--- src/rtl/frame_strobe_ctrl.sv ---
// Per-column frame strobe generator: filters frame-write commands for this column
// and drives a glitch-free one-hot FrameStrobe as setup / strobe / guard cycles.
module frame_strobe_ctrl #(
  parameter int MaxFramesPerCol  = 20,
  parameter int FrameSelectWidth = 5,
  parameter int ColSelectWidth   = 5,
  parameter int ColumnId         = 0,
  parameter int StrobeCycles     = 2
) (
  input  logic                        UserCLK,
  input  logic                        rst,
  input  logic                        cmd_valid,
  output logic                        cmd_ready,
  input  logic [ColSelectWidth-1:0]   cmd_col,
  input  logic [FrameSelectWidth-1:0] cmd_frame,
  input  logic                        cmd_bcast,
  output logic [MaxFramesPerCol-1:0]  FrameStrobe,
  output logic                        busy,
  output logic                        done,
  output logic                        err,
  output logic [15:0]                 strobe_count
);

  if (StrobeCycles < 1 || StrobeCycles > 15) begin : gen_bad_strobe_cycles
    $error("frame_strobe_ctrl: StrobeCycles must be in 1..15");
  end
  if ((2 ** FrameSelectWidth) < MaxFramesPerCol) begin : gen_bad_frame_width
    $error("frame_strobe_ctrl: FrameSelectWidth too narrow for MaxFramesPerCol");
  end

  typedef enum logic [1:0] {IDLE, SETUP, STROBE, HOLD} state_e;

  localparam logic [FrameSelectWidth:0]      FrameLimit = (FrameSelectWidth+1)'(MaxFramesPerCol);
  localparam logic [ColSelectWidth-1:0]      ColId      = ColSelectWidth'(ColumnId);
  localparam logic [3:0]                     CntLoad    = 4'(StrobeCycles - 1);
  localparam logic [MaxFramesPerCol-1:0]     OneHotLsb  = MaxFramesPerCol'(1);

  state_e                      state_q, state_d;
  logic [FrameSelectWidth-1:0] frame_q, frame_d;
  logic [3:0]                  cnt_q, cnt_d;
  logic [MaxFramesPerCol-1:0]  strobe_q, strobe_d;
  logic                        done_q, done_d;
  logic                        err_q, err_d;
  logic [15:0]                 count_q, count_d;

  logic handshake, match, in_range;

  assign cmd_ready = (state_q == IDLE) & ~rst;
  assign handshake = cmd_valid & cmd_ready;
  assign match     = cmd_bcast | (cmd_col == ColId);
  assign in_range  = {1'b0, cmd_frame} < FrameLimit;

  always_comb begin
    // NOTE: every variable gets a default before the case so no path leaves it
    // unassigned; otherwise synthesis infers a latch to hold the old value.
    state_d  = state_q;
    frame_d  = frame_q;
    cnt_d    = cnt_q;
    strobe_d = strobe_q;
    done_d   = 1'b0;
    err_d    = 1'b0;
    count_d  = count_q;

    unique case (state_q)
      IDLE: begin
        if (handshake && match) begin
          if (in_range) begin
            state_d = SETUP;
            frame_d = cmd_frame;
          end else begin
            err_d = 1'b1;
          end
        end
      end
      SETUP: begin
        // Strobe is built from the captured frame so it is stable for its whole width.
        state_d  = STROBE;
        cnt_d    = CntLoad;
        strobe_d = OneHotLsb << frame_q;
      end
      STROBE: begin
        if (cnt_q == 4'd0) begin
          state_d  = HOLD;
          strobe_d = '0;
          done_d   = 1'b1;
          if (count_q != 16'hFFFF) count_d = count_q + 16'd1;
        end else begin
          cnt_d = cnt_q - 4'd1;
        end
      end
      HOLD: begin
        state_d = IDLE;
      end
      default: begin
        state_d  = IDLE;
        strobe_d = '0;
      end
    endcase
  end

  // NOTE: sequential state uses non-blocking assignments so every flop samples
  // the pre-edge values regardless of process evaluation order.
  always_ff @(posedge UserCLK) begin
    if (rst) begin
      state_q  <= IDLE;
      frame_q  <= '0;
      cnt_q    <= '0;
      strobe_q <= '0;
      done_q   <= 1'b0;
      err_q    <= 1'b0;
      count_q  <= '0;
    end else begin
      state_q  <= state_d;
      frame_q  <= frame_d;
      cnt_q    <= cnt_d;
      strobe_q <= strobe_d;
      done_q   <= done_d;
      err_q    <= err_d;
      count_q  <= count_d;
    end
  end

  assign FrameStrobe  = strobe_q;
  assign busy         = (state_q != IDLE);
  assign done         = done_q;
  assign err          = err_q;
  assign strobe_count = count_q;

endmodule

--- config.mk ---
export PLATFORM = sky130hd
export DESIGN_NAME = frame_strobe_ctrl
export DESIGN_NICKNAME = d
export VERILOG_FILES = /design/src/rtl/frame_strobe_ctrl.sv
export SDC_FILE = /design/constraint.sdc
export NUM_CORES = 1
export LEC_CHECK = 0
export ABC_AREA = 1
export BUFFER_PORTS_ARGS = -buffer_cell sky130_fd_sc_hd__buf_2
export CAP_MARGIN = 10
export CORE_MARGIN = 2
export CORE_UTILIZATION = 48
export DETAILED_ROUTE_END_ITERATION = 6
export PLACE_DENSITY = 0.73
export SKIP_LAST_GASP = 1
export SLEW_MARGIN = 20
export SYNTH_ARGS = -nofsm -noshare
export SYNTH_HDL_FRONTEND = slang
export SYNTH_SLANG_ARGS = --single-unit
--- constraint.sdc ---
create_clock -name UserCLK -period 1.5 [get_ports UserCLK]
set_input_delay 0.3 -clock UserCLK [delete_from_list [all_inputs] [get_ports UserCLK]]
set_output_delay 0.3 -clock UserCLK [all_outputs]
set_load 0.02 [all_outputs]
==> metrics.md <==
| Metric | Value |
|---|---|
| Maxcap violations | `0` |
| Internal power | `~2.7 mW` |
| Unrepaired setup endpoints after global routing | `yes` |
| CTS Sinks | `about 50` |
| Yosys reg bits | `49` |
| Fill cells | `422` |
| Hold slack | `~250 ps` |
| Design Power | `approximately 4.2 mW` |
| Area of the multi-input gates | `between 1000 and 1500 um^2` |
| Core area | `about 4800 um^2` |
| Setup WS post-layout | `between 30 and 40 ps` |
| Max-slew headroom | `0.701` |
| Die W | `between 70 and 80 um` |
| Crit end category | `register` |
| Cell Area, Synth | `2370 um^2` |
| CP startpoint kind | `register` |
| Syn_nets | `around 360` |
| Clock network fraction of total power | `0.246` |
| Mean Syn Cell Area | `a little over 7 um^2` |
| TritonCTS clock tree | `done` |
| Number of routed nets with antenna violations | `0` |
| Die height | `about 74 um` |
| Nets@finish | `around 440` |
| Global-route wire length before repair | `9.79 mm` |
| Cell Area, Placed | `2940 um^2` |
| Routed via count | `about 2,500` |
| Synth warn | `0` |
| Fin crit share | `0.978` |
| Initial antenna violation count | `0` |
| Vias in the first global route | `around 2,200` |
| Sequential area share after synthesis | `0.414` |
| DR vias/cell | `5.06` |
| Pin count of the biggest net entering global routing | `37` |
| Area grow syn2layout | `37.3%` |
| Overall routing resource usage | `0.227` |
| WS Path Type | `register to register` |
| Reg power frac | `0.358` |
| CP required | `roughly 1700 ps` |
| Share of cells above drive strength 1 | `0.345` |
| # DRC | `0` |
| Reg clk slew, reported paths | `90 ps` |
| IO Pins | `between 50 and 60` |
| Switching power total | `1.52 mW` |
| Static Leak | `about 1.4 nW` |
| Min-delay worst type | `input port to register` |
| Worst Path Arrival | `1700 ps` |
| Count of final setup violators | `0` |
| Initial core utilization | `0.499` |
| Final Cell Area | `roughly 3300 um^2` |
| Ant. Diodes | `0` |
| Switching Fraction | `0.359` |
| Worst-path maximum fanout | `7` |
| Cts hold-fix bufs | `0` |
| Grt ovf | `0` |
| Clock skew | `6.30 ps` |
| Clk root buf | `clkbuf_8` |
| Drt first pass iters | `4` |
| Initial DRC count | `between 90 and 100` |
| Die ar. | `5520 um^2` |
| FF+latch area | `slightly below 1000 um^2` |
| Combinational cell fraction of total power | `0.396` |
| Status | `finished clean` |
| Final Hold Viols | `0` |
| Routability congestion estimate | `roughly 0.82` |
| Post-DP HPWL | `about 4.2 mm` |
| Worst Max-Slew Pin Slew | `about 450 ps` |
| Num CTS Buffers | `5` |
| Post-Syn Instances | `about 340` |
| Clock tree buffer depth | `2` |
| Detailed Route WL | `approximately 6.0 mm` |
| Worst skew pair latency | `300 ps` |
| Final Util | `0.685` |
| Post-synth cell types | `28` |
| Max Clk Rate | `682 MHz` |
| P per Cell Area | `1300 nW/um^2` |
| Final slew viol count | `0` |
| Worst VDD drop | `about 0.8 mV` |
| Min cycle time layout | `roughly 1500 ps` |
| Port Buffer Count | `53` |
| Htree depth | `2` |
| Post-Place Setup Slack | `-50.2 ps` |
| DR WL/cell | `about 12 um` |
| Row count | `25` |
## layout make-up
class	instances	area share
clock buffer	6	0.0288
clock inverter	2	0.0108
inverter	36	0.0453
multi-input combinational	242	0.409
sequential	49	0.305
tap	67	0.0257
timing repair buffer	88	0.175
## power groups by stage
stage | clock [mW] | combinational [mW] | sequential, mW
global route | 1.11 | 1.83 | 1.53
CTS | 1.06 | 1.52 | 1.51
finish | 1.04 | 1.67 | 1.51
global placement | 0 | 1.36 | 1.51
detailed placement | 0 | 1.39 | 1.52
floorplan | 0 | 0.765 | 1.59
## logic make-up (layout without fill, tap and decap cells)
family | count (synthesis) | count (layout) | share of synthesized area
and+or+nand+nor | 176 | 176 | 0.329
AOI/OAI and AO/OA | 55 | 55 | 0.130
DFF | 49 | 49 | 0.414
buffers and inverters | 46 | 132 | 0.0786
xor gates and xnor gates | 6 | 6 | 0.0222
adders and majority gates | 5 | 5 | 0.0264
## synthesized netlist by cell type, drive strengths merged
library cell  number  area share
nand3b             2      0.0063
and3               1      0.0026
xnor2              1      0.0037
inv               36       0.057
nand3             22       0.049
nor3               4      0.0084
a21oi             41       0.098
o21ai             11       0.023
nand4             10       0.033
buf                3       0.011
a31oi              1      0.0026
nor4               3      0.0079
clkbuf             7       0.011
o311a              1      0.0042
nor2              37       0.065
xor2               5       0.018
o22ai              1      0.0026
ha                 5       0.026
or2                1      0.0026
nand2             96        0.16
dfxtp             49        0.41
## path summary, 6_finish.rpt
| path | depth (start not counted) | slack, ps | to | start |
|---|---|---|---|---|
| setup reg to reg | 8 | 30 | strobe_count[2]$_SDFFE_PP0P_ | strobe_count[1]$_SDFFE_PP0P_ |
| hold / removal | 3 | 250 | frame_q[3]$_SDFFE_PP0P_ | cmd_frame[3] |
| hold reg to reg | 2 | 460 | FrameStrobe[18]$_SDFFE_PP0P_ | FrameStrobe[18]$_SDFFE_PP0P_ |
| setup / recovery | 8 | 30 | strobe_count[2]$_SDFFE_PP0P_ | strobe_count[1]$_SDFFE_PP0P_ |
## critical path, stage by stage, from the launching register on
cell,delay (ps)
dfxtp_2,360
ha_4,160
nand2_4,70
nor2_4,180
nand4_4,160
nand2_4,170
buf_12,140
nand2_1,50
a21oi_1,110
## per-stage QoR
stage               instances  TNS, ps
finish                    490        0
global route              490     -431
CTS                       489    -3.37
detailed placement        479     -417
global placement          479        0
floorplan                 337        0
## layout by cell type (no fill, tap or decap), types with 4 or more instances in the layout
master    instances
nand2_1          84
buf_2            52
dfxtp_1          43
a21oi_1          33
nor2_1           30
buf_4            30
inv_1            29
nand3_1          19
o21ai_0          10
nand4_1           9
nand2_2           8
a21oi_2           8
xor2_1            5
clkbuf_8          5
inv_2             4
nor2_2            4
nand2_4           4
nor3_1            4
buf_6             4
dfxtp_2           4
## layer usage
layer  track usage  part of all wire  vias to the layer above
li1              -                 -                     1265
met3        0.0447             0.042                        9
met1         0.270              0.44                     1151
met5             0                 0                        -
met2         0.414              0.50                       53
met4        0.0675             0.018                        0
## timing repair
action	4_1_cts	5_1_grt
pin swaps	3	12
setup endpoints to repair	36	37
buffers inserted	3	1
gates resized for setup	21	32
## flip-flops by register name, summed over array words and instances (netlist names)
name and cells:
done 1, FrameStrobe 20, frame_q 5, strobe_count 16, state_q 2, err 1, cnt_q 4
No activity file was read; power rests on OpenSTA's default activity.
